### src/rtl/pc_sequencer_pkg.sv
// Shared opcode constants, PC source encodings and FSM state encoding
// for the multicycle next-PC sequencer.
package pc_sequencer_pkg;

  localparam logic [3:0] OP_JMP  = 4'hA;
  localparam logic [3:0] OP_JR   = 4'hB;
  localparam logic [3:0] OP_BEQZ = 4'hC;
  localparam logic [3:0] OP_BLTZ = 4'hD;
  localparam logic [3:0] OP_HALT = 4'hF;

  localparam logic [1:0] SEL_ALU = 2'd0;
  localparam logic [1:0] SEL_CAT = 2'd1;
  localparam logic [1:0] SEL_INC = 2'd2;

  typedef enum logic [2:0] {
    ST_FETCH,
    ST_DECODE,
    ST_EXEC,
    ST_UPDATE,
    ST_HALT
  } state_t;

  typedef enum logic [2:0] {
    K_SEQ,
    K_JMP,
    K_JR,
    K_BEQZ,
    K_BLTZ,
    K_HALT
  } kind_t;

  function automatic kind_t classify(input logic [3:0] op);
    case (op)
      OP_JMP:  return K_JMP;
      OP_JR:   return K_JR;
      OP_BEQZ: return K_BEQZ;
      OP_BLTZ: return K_BLTZ;
      OP_HALT: return K_HALT;
      default: return K_SEQ;
    endcase
  endfunction

  // Select known before the ALU flags arrive; conditional branches resolve in EXEC.
  function automatic logic [1:0] early_sel(input kind_t k);
    case (k)
      K_JMP:   return SEL_CAT;
      K_JR:    return SEL_ALU;
      default: return SEL_INC;
    endcase
  endfunction

endpackage

### src/rtl/pc_sequencer_mux.sv
// Three-input PC source select; the unused encoding falls back to increment.
module pc_sequencer_mux
  import pc_sequencer_pkg::*;
(
  input  logic [1:0]  sel,
  input  logic [15:0] alu,
  input  logic [15:0] cat,
  input  logic [15:0] inc,
  output logic [15:0] y
);

  always_comb begin
    case (sel)
      SEL_ALU: y = alu;
      SEL_CAT: y = cat;
      default: y = inc;
    endcase
  end

endmodule

### src/rtl/pc_sequencer.sv
// Multicycle next-PC controller: owns the PC, the fetch handshake and the
// control-flow decode, sequencing each instruction FETCH/DECODE/EXEC/UPDATE.
//
//   state     | meaning
//   ----------+------------------------------------------------------------
//   ST_FETCH  | FetchReq high, wait for FetchAck (bounded by FETCH_TIMEOUT)
//   ST_DECODE | classify Opcode, preload the unconditional select
//   ST_EXEC   | capture ALU result/flags, resolve the final select
//   ST_UPDATE | PCWrite strobe, PC <= selected source
//   ST_HALT   | stopped by HALT opcode or fetch fault; exit only by Reset
module pc_sequencer
  import pc_sequencer_pkg::*;
#(
  parameter logic [15:0] RESET_PC      = 16'h0000,
  parameter int unsigned FETCH_TIMEOUT = 8
) (
  input  logic        CLK,
  input  logic        Reset,
  input  logic        FetchAck,
  input  logic [3:0]  Opcode,
  input  logic [11:0] Imm12,
  input  logic [15:0] ALUResult,
  input  logic        ALUZero,
  input  logic        ALUNeg,
  output logic [15:0] PC,
  output logic        FetchReq,
  output logic        IRWrite,
  output logic [1:0]  PCMuxSel,
  output logic        PCWrite,
  output logic        BranchTaken,
  output logic        Halted,
  output logic        FetchFault
);

  localparam logic [7:0] TMO_LAST = 8'(FETCH_TIMEOUT - 1);

  state_t      state, state_nxt;
  kind_t       kind;
  logic [7:0]  wait_cnt;
  logic [15:0] pc_q, alu_q, pc_nxt;
  logic [1:0]  sel_q, sel_exec;
  logic        taken_q, fault_q, timeout_hit;

  assign timeout_hit = (wait_cnt == TMO_LAST);

  always_comb begin
    sel_exec = SEL_INC;
    case (kind)
      K_JMP:   sel_exec = SEL_CAT;
      K_JR:    sel_exec = SEL_ALU;
      K_BEQZ:  if (ALUZero) sel_exec = SEL_ALU;
      K_BLTZ:  if (ALUNeg) sel_exec = SEL_ALU;
      default: sel_exec = SEL_INC;
    endcase
  end

  // IRWrite follows FetchAck so the IR captures on the edge the memory data is valid.
  // Reset masks the FETCH strobes so nothing is requested while held in reset.
  always_comb begin
    state_nxt = state;
    FetchReq  = 1'b0;
    IRWrite   = 1'b0;
    PCWrite   = 1'b0;
    Halted    = 1'b0;
    case (state)
      ST_FETCH: begin
        FetchReq = ~Reset;
        IRWrite  = FetchAck & ~Reset;
        if (FetchAck)         state_nxt = ST_DECODE;
        else if (timeout_hit) state_nxt = ST_HALT;
      end
      ST_DECODE: state_nxt = ST_EXEC;
      ST_EXEC:   state_nxt = (kind == K_HALT) ? ST_HALT : ST_UPDATE;
      ST_UPDATE: begin
        PCWrite   = 1'b1;
        state_nxt = ST_FETCH;
      end
      ST_HALT:   Halted = 1'b1;
      default:   state_nxt = ST_FETCH;
    endcase
  end

  always_ff @(posedge CLK or posedge Reset) begin
    if (Reset) state <= ST_FETCH;
    else       state <= state_nxt;
  end

  always_ff @(posedge CLK or posedge Reset) begin
    if (Reset) begin
      pc_q     <= RESET_PC;
      sel_q    <= SEL_INC;
      wait_cnt <= 8'd0;
      kind     <= K_SEQ;
      alu_q    <= 16'd0;
      taken_q  <= 1'b0;
      fault_q  <= 1'b0;
    end else begin
      case (state)
        ST_FETCH: begin
          if (FetchAck) begin
            wait_cnt <= 8'd0;
          end else if (timeout_hit) begin
            wait_cnt <= 8'd0;
            fault_q  <= 1'b1;
          end else begin
            wait_cnt <= wait_cnt + 8'd1;
          end
        end
        ST_DECODE: begin
          kind  <= classify(Opcode);
          sel_q <= early_sel(classify(Opcode));
        end
        ST_EXEC: begin
          if (kind != K_HALT) begin
            alu_q   <= ALUResult;
            sel_q   <= sel_exec;
            taken_q <= (sel_exec != SEL_INC);
          end
        end
        ST_UPDATE: begin
          pc_q  <= pc_nxt;
          sel_q <= SEL_INC;
        end
        default: ;
      endcase
    end
  end

  pc_sequencer_mux u_mux (
    .sel (sel_q),
    .alu (alu_q),
    .cat ({pc_q[15:12], Imm12}),
    .inc (pc_q + 16'd1),
    .y   (pc_nxt)
  );

  assign PC          = pc_q;
  assign PCMuxSel    = sel_q;
  assign BranchTaken = taken_q;
  assign FetchFault  = fault_q;

endmodule

### config.mk
export PLATFORM = sky130hd
export DESIGN_NAME = pc_sequencer
export DESIGN_NICKNAME = d
export VERILOG_FILES = /design/src/rtl/pc_sequencer_pkg.sv /design/src/rtl/pc_sequencer_mux.sv /design/src/rtl/pc_sequencer.sv
export SDC_FILE = /design/constraint.sdc
export NUM_CORES = 1
export LEC_CHECK = 0
export ABC_AREA = 1
export CORE_ASPECT_RATIO = 1.4
export CORE_MARGIN = 2
export CORE_UTILIZATION = 50
export DETAILED_ROUTE_END_ITERATION = 10
export PLACE_DENSITY_LB_ADDON = 0.15
export SLEW_MARGIN = 20
export SYNTH_ARGS = -nofsm -noshare
export SYNTH_HDL_FRONTEND = slang
export SYNTH_SLANG_ARGS = --single-unit
### constraint.sdc
create_clock -name CLK -period 1.8 [get_ports CLK]
set_input_delay 0.27 -clock CLK [delete_from_list [all_inputs] [get_ports CLK]]
set_output_delay 0.27 -clock CLK [all_outputs]
set_load 0.01 [all_outputs]
==> impl_results.md <==
- Remaining design rule violation count: 0
- CP top delay family: buffers and inverters
- Cells after DPL: 503
- Via count: 2,703
- Main synth FF type: dfrtp_1
- Final std cells w/o fill: 513
- Drt first-iter violations: 203
- Count of cell types in the netlist: 37
- Post-Syn Nets: a little over 400
- Clk root buf: clkbuf_8
- Leak: 1.699 nW
- Largest family of logic cells by synthesized area: simple AND/OR/NAND/NOR gates
- Core Region: roughly 5200 um2
- Synthesized flop and latch total: 50
- Seq/Total Area, Yosys: a little under half
- Adder-Cell Fraction of Synth Area: 0.9112%
- Routed len/inst: 13.10 um
- N_diodes: 0
- Pwr/cell area: roughly 1500 nW/um2
- Status: completed
- Fillers: roughly 440
- Total I/O pin count: 61
- Grt total ovfl: 0
- Dpl hpwl: between 5000 and 6000 um
- TritonRoute pass-1 iters: 4
- GP Congestion: 0.8390
- Worst path slowest cell: clkdlybuf4s50_1
- Clock H-tree levels: 2
- Drt total wl: 6719 um
- Vias in the first global route: 2,567
- CTS tree: yes
- Synthesis-to-finish area growth: 31.57%
- Setup violators final: 0
- CP Capture Type: output pin
- Critical path class: reg -> out
- Vias/cell: 5.269
- Simple logic cell fraction of the synthesized area: 29.43%
- Final setup TNS: 0 ns
- Arrival time at the worst endpoint: 1.42 ns
- CP Launch Type: register
- VDD IR max: ~0.89 mV
- Normalized max-slew margin: 70.96%
- Max-Cap Viols: 0
- Syn_area_per_cell: 7.383 um2
- CTS Buf Count: 5
- Hold WC Path Type: in -> async
- Worst-Skew Late Latency: 0.31 ns
- Die X-Extent: 66.64 um
- Post-synth ARST share: 100.0%
- Crit-path max cell delay: 0.56 ns
- Fin nets: about 490
- Max Buffers Root-to-Sink: 2
- F_max: ~590 MHz
- Global Route Usage Sum: 23.06%
- Site Rows: 31
- Total number of yosys warnings: 0
- Worst-margin pin slew: between 0.4 and 0.5 ns
- Clock skew: 0.009064 ns
- Yosys top cell by area: dfrtp_1
- Final period utilization: 94.15%
- Initial Utilization: 52.45%
- Clock sinks: 50
- First-pass GRT wire length: 11,010 um
- Post-synthesis xor/xnor area fraction: 0.9567%
- Synth top area share: between 40% and 50%
- Initial antenna violation count: 0
- Largest net degree at the start of global routing: 25
- Die height: 91.69 um
- Count of final hold-check violations: 0
- Post-route minimum period: 1.695 ns
- Synthesized area: ~2700 um2
- Routed Antenna Nets: 0
- Worst-path cell chain: buf_4 > clkdlybuf4s50_1
- Synthesized instance count: between 300 and 400
- Number of flops mapped to enable cells by yosys: 0
- Layout cells sized above 1: 9.172%
- Multiplexer share of the synthesized area: 0%
- Clock transition at the registers of the reported paths: 0.09 ns
- Port Buffers: 60
- Worst path bufs/invs: 2
- CP required: 1.53 ns
- Worst-path fanout max: 14
- Synth Area in Compound Gates: between 10% and 20%
- Max-slew violations: 0
- Die area: 6110 um2
- Final total power: 0.005306 W
- RSZ-0062 raised after global routing: false
- Largest cells by area after synthesis: dfrtp_1 (45%), nand2_1 (13%), nor2_1 (6.2%), inv_1 (5.3%), nand3_1 (5.3%)
## placed cells by master (no fill, tap or decap), types with 2 or more instances in the layout
cell	n
nand2_1	95
clkdlybuf4s50_1	55
dfrtp_1	49
nor2_1	45
inv_1	38
nand3_1	29
o21ai_0	24
a21oi_1	19
buf_4	15
o21ai_1	13
inv_2	7
nor3_1	6
o22ai_1	5
clkbuf_8	5
o21bai_1	3
nand4_1	3
a31oi_1	3
dlygate4sd2_1	3
nor2_4	2
nand3b_1	2
or2_2	2
xor2_1	2
ha_1	2
## cell families (layout without fill, tap and decap cells)
kind of cell,count (synthesis),after routing
xor gates and xnor gates,3,3
DFF,50,50
adders and majority gates,2,2
buffers and inverters,55,130
and+or+nand+nor,188,188
AOI/OAI and AO/OA,74,74
## worst paths after layout
| check | start | endpoint | slack, ns | cells after the start |
|---|---|---|---|---|
| max in group asynchronous | Reset | PC[5]$_DFFE_PP0P_ | 1.02 | 3 |
| min | Reset | wait_cnt[5]$_DFFE_PP0P_ | 0.31 | 2 |
| min in group CLK | ALUResult[15] | alu_q[15]$_DFFE_PP0P_ | 0.49 | 3 |
| min reg2reg | alu_q[12]$_DFFE_PP0P_ | alu_q[12]$_DFFE_PP0P_ | 0.49 | 2 |
| max | PCMuxSel[0]$_DFFE_PP0P_ | PCMuxSel[0] | 0.11 | 2 |
| max reg2reg | PCMuxSel[1]$_DFFE_PP1P_ | PC[13]$_DFFE_PP0P_ | 0.16 | 8 |
## synth_stat cells (5+ instances only)
master,instances
nor3_1,6
dfrtp_1,49
o21ai_0,24
o21ai_1,13
nand3_1,29
a21oi_1,19
inv_2,6
nor2_1,45
nand2_1,95
o22ai_1,5
inv_1,39
## cell type report
type / count / area [um2] / area share [%]
tap: 66 / 82.58 / 2.285
clock inverter: 2 / 37.54 / 1.039
timing repair buffer: 76 / 726.9 / 20.12
clock buffer: 6 / 72.57 / 2.008
inverter: 46 / 172.7 / 4.778
sequential: 50 / 1252 / 34.66
multi-input combinational: 267 / 1269 / 35.11
## sequential cells by signal, summed over array words and instances, names as in the netlist
| register | count |
|---|---|
| state | 3 |
| PCMuxSel | 2 |
| PC | 16 |
| BranchTaken | 1 |
| FetchFault | 1 |
| kind | 3 |
| wait_cnt | 8 |
| alu_q | 16 |
## metrics by stage
| stage | area, um2 | hold slack (ns) | setup WS [ns] | util [%] |
|---|---|---|---|---|
| global route | 3613 | 0.3642 | 0.02781 | 69.01 |
| finish | 3613 | 0.3106 | 0.1054 | 69.01 |
| detailed placement | 3495 | 0.4629 | 0.01144 | 66.74 |
| CTS | 3600 | 0.3197 | 0.01921 | 68.75 |
| global placement | 3495 | 0.4581 | 0.03865 | 66.74 |
| floorplan | 2746 | 0.3866 | 0.3305 | - |
## power by group
part | internal, W | total (W) | switching, W
clock | 0.000415 | 0.000784 | 0.000369
combinational | 0.00113 | 0.00256 | 0.00142
sequential | 0.00159 | 0.00197 | 0.000381
## per-layer routing
layer  GRT usage, %  vias to the layer above  share of wire (%)
met3          3.313                        6                4.1
met1          26.00                     1257                 41
li1               -                     1361                  -
met5              0                        -                  0
met2          44.00                       79                 54
met4          5.612                        0                1.0
## repair_timing
item	in CTS	in global routing
gates resized for setup	4	3
pin swaps	0	1
hold buffers	0	0
buffers inserted	0	2
setup endpoints to repair	4	3
(Power assumes the default switching activity.)
